===== src/rtl/edge_event_pkg.sv =====
// Shared constants and helpers for the edge event capture block.
package edge_event_pkg;

  // Per-channel edge select encodings
  localparam logic [1:0] EDGE_OFF  = 2'b00;
  localparam logic [1:0] EDGE_RISE = 2'b01;
  localparam logic [1:0] EDGE_FALL = 2'b10;
  localparam logic [1:0] EDGE_BOTH = 2'b11;

  // Debounce counter width: enough bits to hold DEBOUNCE_CYCLES, never below 1
  function automatic int unsigned cnt_width(input int unsigned cycles);
    int unsigned w;
    w = $clog2(cycles + 1);
    return (w < 1) ? 1 : w;
  endfunction

endpackage


===== src/rtl/edge_event_capture_chan.sv =====
// One channel: synchroniser, debounce filter, edge qualification and sticky pending flag.
module edge_event_chan
  import edge_event_pkg::*;
#(
  parameter int unsigned SYNC_STAGES     = 2,
  parameter int unsigned DEBOUNCE_CYCLES = 4,
  parameter bit          RESET_LEVEL     = 1'b0
) (
  input  logic       clk,
  input  logic       rst,
  input  logic       din_i,
  input  logic [1:0] mode_i,
  input  logic       clr_i,
  output logic       level_o,
  output logic       pulse_o,
  output logic       pending_o
);

  localparam int unsigned CW = cnt_width(DEBOUNCE_CYCLES);

  logic [SYNC_STAGES-1:0] sync_q, sync_d;
  logic [CW-1:0]          cnt_q, cnt_d;
  logic                   level_q, level_d;
  logic                   pulse_q, pulse_d;
  logic                   pending_q, pending_d;
  logic                   s_out;
  logic                   is_rise;
  logic                   is_fall;

  // Next-state: shift synchroniser, count disagreeing samples, qualify edges, update pending
  always_comb begin
    sync_d  = {sync_q[SYNC_STAGES-2:0], din_i};
    s_out   = sync_q[SYNC_STAGES-1];
    cnt_d   = '0;
    level_d = level_q;
    pulse_d = 1'b0;

    // A new level is accepted only after DEBOUNCE_CYCLES consecutive differing samples
    if (s_out != level_q) begin
      if (cnt_q == CW'(DEBOUNCE_CYCLES - 1)) begin
        level_d = s_out;
        cnt_d   = '0;
      end else begin
        cnt_d = cnt_q + CW'(1);
      end
    end

    is_rise = level_d & ~level_q;
    is_fall = ~level_d & level_q;

    case (mode_i)
      EDGE_RISE: pulse_d = is_rise;
      EDGE_FALL: pulse_d = is_fall;
      EDGE_BOTH: pulse_d = is_rise | is_fall;
      default:   pulse_d = 1'b0;
    endcase

    // A same-cycle set beats a clear so no event is lost
    pending_d = (pending_q & ~clr_i) | pulse_d;
  end

  // State registers with synchronous reset
  always_ff @(posedge clk) begin
    if (rst) begin
      sync_q    <= {SYNC_STAGES{RESET_LEVEL}};
      cnt_q     <= '0;
      level_q   <= RESET_LEVEL;
      pulse_q   <= 1'b0;
      pending_q <= 1'b0;
    end else begin
      sync_q    <= sync_d;
      cnt_q     <= cnt_d;
      level_q   <= level_d;
      pulse_q   <= pulse_d;
      pending_q <= pending_d;
    end
  end

  assign level_o   = level_q;
  assign pulse_o   = pulse_q;
  assign pending_o = pending_q;

endmodule


===== src/rtl/edge_event_capture.sv =====
// Multi-channel input event conditioner with combined interrupt request.
module edge_event_capture
  import edge_event_pkg::*;
#(
  parameter int unsigned NCH             = 4,
  parameter int unsigned SYNC_STAGES     = 2,
  parameter int unsigned DEBOUNCE_CYCLES = 4,
  parameter bit          RESET_LEVEL     = 1'b0
) (
  input  logic             clk,
  input  logic             rst,
  input  logic [NCH-1:0]   din,
  input  logic [2*NCH-1:0] mode,
  input  logic [NCH-1:0]   clr,
  output logic [NCH-1:0]   level,
  output logic [NCH-1:0]   pulse,
  output logic [NCH-1:0]   pending,
  output logic             irq
);

  // Independent per-channel conditioners
  for (genvar i = 0; i < NCH; i++) begin : g_chan
    edge_event_chan #(
      .SYNC_STAGES    (SYNC_STAGES),
      .DEBOUNCE_CYCLES(DEBOUNCE_CYCLES),
      .RESET_LEVEL    (RESET_LEVEL)
    ) u_chan (
      .clk      (clk),
      .rst      (rst),
      .din_i    (din[i]),
      .mode_i   (mode[2*i +: 2]),
      .clr_i    (clr[i]),
      .level_o  (level[i]),
      .pulse_o  (pulse[i]),
      .pending_o(pending[i])
    );
  end

  // Interrupt is a plain OR of registered pending flags, adding no latency
  always_comb begin
    irq = |pending;
  end

endmodule

===== config.mk =====
export PLATFORM = sky130hd
export DESIGN_NAME = edge_event_capture
export DESIGN_NICKNAME = d
export VERILOG_FILES = /design/src/rtl/edge_event_pkg.sv /design/src/rtl/edge_event_capture_chan.sv /design/src/rtl/edge_event_capture.sv
export SDC_FILE = /design/constraint.sdc
export NUM_CORES = 1
export LEC_CHECK = 0
export CAP_MARGIN = 20
export CORE_ASPECT_RATIO = 1.1
export CORE_MARGIN = 2
export CORE_UTILIZATION = 52
export CTS_BUF_LIST = sky130_fd_sc_hd__clkbuf_16
export DETAILED_ROUTE_END_ITERATION = 8
export PLACE_DENSITY = 0.82
export SLEW_MARGIN = 20
export SYNTH_ARGS = -nofsm -noshare
export SYNTH_HDL_FRONTEND = slang
export SYNTH_SLANG_ARGS = --single-unit

===== constraint.sdc =====
create_clock -name clk -period 4.8 [get_ports clk]
set_input_delay 0.96 -clock clk [delete_from_list [all_inputs] [get_ports clk]]
set_output_delay 0.96 -clock clk [all_outputs]
set_load 0.01 [all_outputs]

==> flow_metrics.env, run 1 <==
export IMPL_grtUsageTotal_pct=19.41
export IMPL_regToRegSetupSlack_ns=2.89
export IMPL_path_max_fanout=3
export IMPL_cp_data_required_time_ns=3.84
export IMPL_critPathKind="reg2out"
export IMPL_ys_warn_count=0
export IMPL_die_h_um=57.42
export IMPL_p_int_uw=474.8
export IMPL_num_antenna_cells=0
export IMPL_pwr_share_clk_pct=48.9
export IMPL_cts_hold_buffers=0
export IMPL_p_comb_share_pct=4.7
export IMPL_syn_area_um2=1349
export IMPL_r2r_end="g_chan[3].u_chan.pending_o$_SDFF_PP0_"
export IMPL_nets=195
export IMPL_yosys_area_top_type="dfxtp_1"
export IMPL_synth_area_leaders="dfxtp_1 47%, ha_1 11%, nor2b_1 8.3%"
export IMPL_ys_types=19
export IMPL_drv_cap=0
export IMPL_clock_skew_ns=0.006296
export IMPL_io_pins=31
export IMPL_drt_wl_total_um=2411
export IMPL_placed_cell_area_um2=1590
export IMPL_hold_depth=1
export IMPL_synth_edff_count=0
export IMPL_status="finished clean"
export IMPL_synthesis_instances=142
export IMPL_hold_path_class="reg2reg"
export IMPL_htreeDepth=2
export IMPL_vdd_drop_max_mv=0.3013
export IMPL_area_growth_pct=27.83
export IMPL_grt_pass1_wl_um=4215
export IMPL_worstHoldStart="g_chan[0].u_chan.cnt_q[0]$_SDFF_PP0_"
export IMPL_vias=980
export IMPL_ctsResizeCount=0
export IMPL_synth_nets=172
export IMPL_ant_nets=0
export IMPL_cp_arrival_ns=1.62
export IMPL_worst_slack_ns=2.224
export IMPL_min_period_ns=2.576
export IMPL_cts_num_sinks=32
export IMPL_finalHoldViolations=0
export IMPL_cts_buffers=5
export IMPL_via_per_inst=5.000
export IMPL_ys_top_cells_by_count="32 x dfxtp_1, 18 x nor2b_1, 12 x buf_4, 12 x ha_1, 12 x nor2_1"
export IMPL_die_width_um=52.56
export IMPL_fmax_mhz=388.2
export IMPL_finalSetupTns_ns=0
export IMPL_synth_top_area_share_pct=47.50
export IMPL_io_buffers=30
export IMPL_pwr_share_seq_pct=46.3
export IMPL_drc=0
export IMPL_period_share_pct=53.66
export IMPL_pre_cts_ws_ns=2.270
export IMPL_switching_share_pct=19.51
export IMPL_power_density_nw_per_um2=342.1
export IMPL_synthMostInstantiatedCell="dfxtp_1"
export IMPL_tritoncts="yes"
export IMPL_reg2reg_from="g_chan[3].u_chan.cnt_q[0]$_SDFF_PP0_"
export IMPL_ys_flop_type="dfxtp_1"
export IMPL_dpl_hpwl_um=1748
export IMPL_initial_utilization_pct=54.55
export IMPL_setup_viol=0
export IMPL_hold_end="g_chan[0].u_chan.cnt_q[0]$_SDFF_PP0_"
export IMPL_wl_per_cell_um=12.30
export IMPL_max_slew_worst_pin_slew_ns=0.8015
export IMPL_drt_iter0_drc=23
export IMPL_clkLatencyLatePin_ns=0.27
export IMPL_grt_pass1_vias=987
export IMPL_synth_avg_cell_area_um2=9.499
export IMPL_gr_total_overflow=0
export IMPL_fin_area_um2=1724
export IMPL_end_kind="output port"
export IMPL_rsz0062_at_grt="false"
export IMPL_die_area_um2=3018
export IMPL_ys_seq_elements=32
export IMPL_cts_root_buf="clkbuf_16"
export IMPL_synthArstFlopShare_pct=0
export IMPL_maxSlewViolCount=0
export IMPL_clkTransAtPathRegs_ns=0.05
export IMPL_dr_pass1_iters=4
export IMPL_finalHoldWorstSlack_ns=0.4255
export IMPL_core_area_um2=2472
export IMPL_finalPower_uw=589.9
export IMPL_post_cts_buffers=0
export IMPL_clk_path_buf_depth=2
export IMPL_drive_gt1_share_pct=7.273
export IMPL_rr_worst_depth=8
export IMPL_synth_seq_area_share_pct=47.50
export IMPL_gp_congestion=0.7372
export IMPL_num_rows=19
export IMPL_netSwitchingPower_uw=115.1
export IMPL_grt_antenna_before_repair=0
export IMPL_slew_headroom_pct=46.40
export IMPL_startpoint_type="flip-flop"
export IMPL_p_leak_nw=0.6558
export IMPL_grt_max_degree=25
cell type report:
type	instances	area, um^2
Tap cell	31	38.79
Multi-Input combinational cell	84	565.5
Sequential cell	32	640.6
Timing Repair Buffer	30	300.3
Fill cell	187	748.2
Inverter	12	45.04
Clock inverter	2	8.758
Clock buffer	5	125.1
state kept, by name, indices dropped and copies added, names as in the netlist:
signal	cells
g_chan.u_chan.cnt_q	12
g_chan.u_chan.sync_q	8
g_chan.u_chan.pending_o	4
g_chan.u_chan.level_o	4
g_chan.u_chan.pulse_o	4
metrics by stage:
step                      util (%)  std cells
final                        69.74        196
after global routing         69.74        196
after CTS                    69.74        196
after detailed placement     64.32        189
after global placement       64.32        189
after floorplan                  -        142
cell families after synthesis:
| logic type | synth area share (%) |
|---|---|
| flops | 47.50 |
| compound gates | 6.493 |
| xor+xnor | 2.597 |
| fa+ha+maj | 11.13 |
| buf+inv | 10.58 |
| simple gates | 21.71 |
power groups by stage:
stage	logic, mW	registers [mW]	clock network, mW
after floorplan	0.0102	0.278	0
after global placement	0.0268	0.278	0
after detailed placement	0.0276	0.279	0
after CTS	0.0280	0.273	0.291
after global routing	0.0304	0.274	0.306
final	0.0278	0.273	0.289
how the worst max path moves through the flow:
stage / startpoint / endpoint / cells after the start
2_1_floorplan: g_chan[1].u_chan.pending_o$_SDFF_PP0_ / irq / 1
3_3_place_gp: rst / g_chan[0].u_chan.cnt_q[1]$_SDFF_PP0_ / 3
3_5_place_dp: rst / g_chan[1].u_chan.cnt_q[0]$_SDFF_PP0_ / 3
4_1_cts: g_chan[1].u_chan.pending_o$_SDFF_PP0_ / irq / 2
5_1_grt: g_chan[1].u_chan.pending_o$_SDFF_PP0_ / irq / 2
6_report: g_chan[1].u_chan.pending_o$_SDFF_PP0_ / irq / 2
critical path, cell delays in order (launching register included):
cell and delay [ns]:
dfxtp_1 0.31, or4_1 0.53, clkdlybuf4s50_1 0.50
routing by layer:
metal,vias up,wire (um),global-route usage (%)
li1,496,-,-
met1,446,979,21.80
met2,31,1229,32.68
met3,7,147,5.759
met4,0,56,9.890
met5,-,0,0
layout by cell type (no fill, tap or decap):
cell type	Yosys	final
or4b_1	1	1
clkinv_2	0	1
a21oi_1	4	4
inv_2	3	3
dfxtp_1	32	32
o21ai_0	7	7
or4_1	1	1
nand2b_1	4	4
or4_4	3	3
or3_1	4	4
o211ai_1	1	1
xnor2_1	4	4
clkdlybuf4s50_1	0	30
nor2b_1	18	18
a31oi_1	4	4
clkbuf_16	0	5
ha_1	12	12
inv_1	9	10
nor2_1	12	12
nand2_1	9	9
(Power assumes the default switching activity.)
==> run 2, diff against run 1 <==
--- a/config.mk
+++ b/config.mk
@@ -8,10 +8,10 @@
 export CAP_MARGIN = 20
 export CORE_ASPECT_RATIO = 1.1
 export CORE_MARGIN = 2
-export CORE_UTILIZATION = 52
+export CORE_UTILIZATION = 44
 export CTS_BUF_LIST = sky130_fd_sc_hd__clkbuf_16
 export DETAILED_ROUTE_END_ITERATION = 8
-export PLACE_DENSITY = 0.82
+export PLACE_DENSITY = 0.74
 export SLEW_MARGIN = 20
 export SYNTH_ARGS = -nofsm -noshare
 export SYNTH_HDL_FRONTEND = slang
==> constraint.sdc (replaced) <==
create_clock -name clk -period 2.3 [get_ports clk]
set_input_delay 0.46 -clock clk [delete_from_list [all_inputs] [get_ports clk]]
set_output_delay 0.46 -clock clk [all_outputs]
set_load 0.01 [all_outputs]
==> flow_metrics.env, run 2 (synthesized netlist as in run 1, its figures left out) <==
export IMPL_grt_pass1_vias=923
export IMPL_clk_path_buf_depth=2
export IMPL_post_cts_buffers=0
export IMPL_dpl_hpwl_um=1800
export IMPL_grt_pass1_wl_um=3912
export IMPL_grtUsageTotal_pct=15.23
export IMPL_setup_viol=0
export IMPL_path_cells="or4_1 > clkdlybuf4s50_1"
export IMPL_crit_slowest_cell="or4_1"
export IMPL_rsz0062_at_grt="false"
export IMPL_die_h_um=62.07
export IMPL_grt_max_degree=21
export IMPL_min_period_ns=2.061
export IMPL_die_area_um2=3525
export IMPL_worst_slack_ns=0.2387
export IMPL_pre_cts_ws_ns=0.5201
export IMPL_placed_cells=194
export IMPL_gp_congestion=0.7686
export IMPL_io_pins=31
export IMPL_wl_met2_um=1145
export IMPL_core_area_um2=2995
export IMPL_largest_register="g_chan.u_chan.cnt_q"
export IMPL_drc=0
export IMPL_maxSlewViolCount=0
export IMPL_clkTransAtPathRegs_ns=0.05
export IMPL_dr_wl_met3_um=141
export IMPL_num_antenna_cells=0
export IMPL_cts_buffers=5
export IMPL_cts_hold_buffers=0
export IMPL_path_max_fanout=3
export IMPL_ant_nets=0
export IMPL_slew_headroom_pct=83.91
export IMPL_final_cell_count_no_fill=202
export IMPL_clock_skew_ns=0.004038
export IMPL_cp_data_required_time_ns=1.84
export IMPL_num_rows=21
export IMPL_end_kind="output port"
export IMPL_reg_top3="g_chan.u_chan.cnt_q x12, g_chan.u_chan.sync_q x8"
export IMPL_finalHoldViolations=0
export IMPL_ctsResizeCount=0
export IMPL_pwr_share_clk_pct=53.1
export IMPL_period_share_pct=89.62
export IMPL_p_leak_nw=0.6734
export IMPL_top_layer_used="met4"
export IMPL_via_per_inst=4.876
export IMPL_gr_total_overflow=0
export IMPL_cts_num_sinks=32
export IMPL_max_slew_worst_pin_slew_ns=0.2389
export IMPL_p_int_mw=1.108
export IMPL_max_stage_delay_ns=0.52
export IMPL_tritoncts="yes"
export IMPL_cp_arrival_ns=1.60
export IMPL_die_width_um=56.79
export IMPL_critPathBufInv=1
export IMPL_io_buffers=30
export IMPL_finalPower_mw=1.346
export IMPL_vdd_drop_max_mv=0.5383
export IMPL_fmax_mhz=485.1
export IMPL_crit_family="simple AND/OR/NAND/NOR gates"
export IMPL_dr_pass1_iters=4
export IMPL_finalHoldWorstSlack_ns=0.4248
export IMPL_wl_per_cell_um=11.64
export IMPL_final_common_cell="dfxtp_1"
export IMPL_netSwitchingPower_uw=238.5
export IMPL_grt_antenna_before_repair=0
export IMPL_largest_reg_flops=12
export IMPL_cts_root_buf="clkbuf_16"
export IMPL_initial_utilization_pct=45.03
export IMPL_drv_cap=0
export IMPL_drive_gt1_share_pct=8.333
export IMPL_clkLatencyLatePin_ns=0.27
export IMPL_drt_iter0_drc=16
export IMPL_critPathKind="reg2out"
export IMPL_htreeDepth=2
export IMPL_p_comb_share_pct=4.6
export IMPL_nets=197
export IMPL_area_growth_pct=31.35
export IMPL_startpoint_type="flip-flop"
export IMPL_hold_path_class="reg2reg"
export IMPL_switching_share_pct=17.72
export IMPL_m1WireLength_um=998
export IMPL_power_density_nw_per_um2=759.7
export IMPL_drt_wl_total_um=2351
export IMPL_pwr_share_seq_pct=42.4
export IMPL_status="finished clean"
export IMPL_finalSetupTns_ns=0
export IMPL_most_common_layout_cells="32 x dfxtp_1, 30 x clkdlybuf4s50_1, 18 x nor2b_1"
export IMPL_vias=985
[run 2: cell count changes in the layout (fill, tap and decap cells not counted)]
cell	before	now
buf_4	0	2
clkinv_1	0	2
bufinv_16	0	1
clkinv_2	1	0
inv_1	10	9
[run 2: through the flow]
step                      utilization, %  instance area, um^2
after CTS                          59.15                 1772
after global routing               59.15                 1772
after detailed placement           53.72                 1609
final                              59.15                 1772
after floorplan                        -                 1349
after global placement             53.72                 1609
[run 2: final cells by class]
class / instances / area, um^2
Fill cell: 270 / 1224
Clock inverter: 3 / 37.54
Timing Repair Buffer: 32 / 315.3
Clock buffer: 5 / 125.1
Inverter: 12 / 45.04
Sequential cell: 32 / 640.6
Multi-Input combinational cell: 84 / 565.5
Tap cell: 34 / 42.54
[run 2: worst register-to-register path, cell delays in order, from the launching register on]
cell     delay [ns]
dfxtp_1        0.32
ha_1           0.21
ha_1           0.22
o21ai_0        0.21
ha_1           0.27
nor2b_1        0.10
o21ai_0        0.11
a31oi_1        0.19
[run 2: routing by layer]
| metal | up-vias | GRT usage (%) |
|---|---|---|
| met5 | - | 0 |
| met3 | 7 | 6.211 |
| li1 | 500 | - |
| met4 | 0 | 8.970 |
| met1 | 450 | 15.20 |
| met2 | 28 | 27.41 |
[run 2: path summary, 6_finish.rpt]
path                                                         endpoint                                   from  slack [ns]  cells past startpoint
worst max-delay path                                              irq  g_chan[1].u_chan.pending_o$_SDFF_PP0_        0.24                      2
worst min-delay path             g_chan[1].u_chan.cnt_q[0]$_SDFF_PP0_   g_chan[1].u_chan.cnt_q[0]$_SDFF_PP0_        0.42                      1
worst max register to register  g_chan[3].u_chan.pending_o$_SDFF_PP0_   g_chan[3].u_chan.cnt_q[0]$_SDFF_PP0_        0.59                      7
worst min register to register   g_chan[1].u_chan.cnt_q[0]$_SDFF_PP0_   g_chan[1].u_chan.cnt_q[0]$_SDFF_PP0_        0.42                      1
[run 2: power groups by stage]
stage,clock (mW),combinational [mW],sequential (mW)
2_1_floorplan,0,0.0212,0.580
3_3_place_gp,0,0.0590,0.581
3_5_place_dp,0,0.0613,0.581
4_1_cts,0.730,0.0621,0.570
5_1_grt,0.757,0.0666,0.570
6_report,0.715,0.0614,0.570
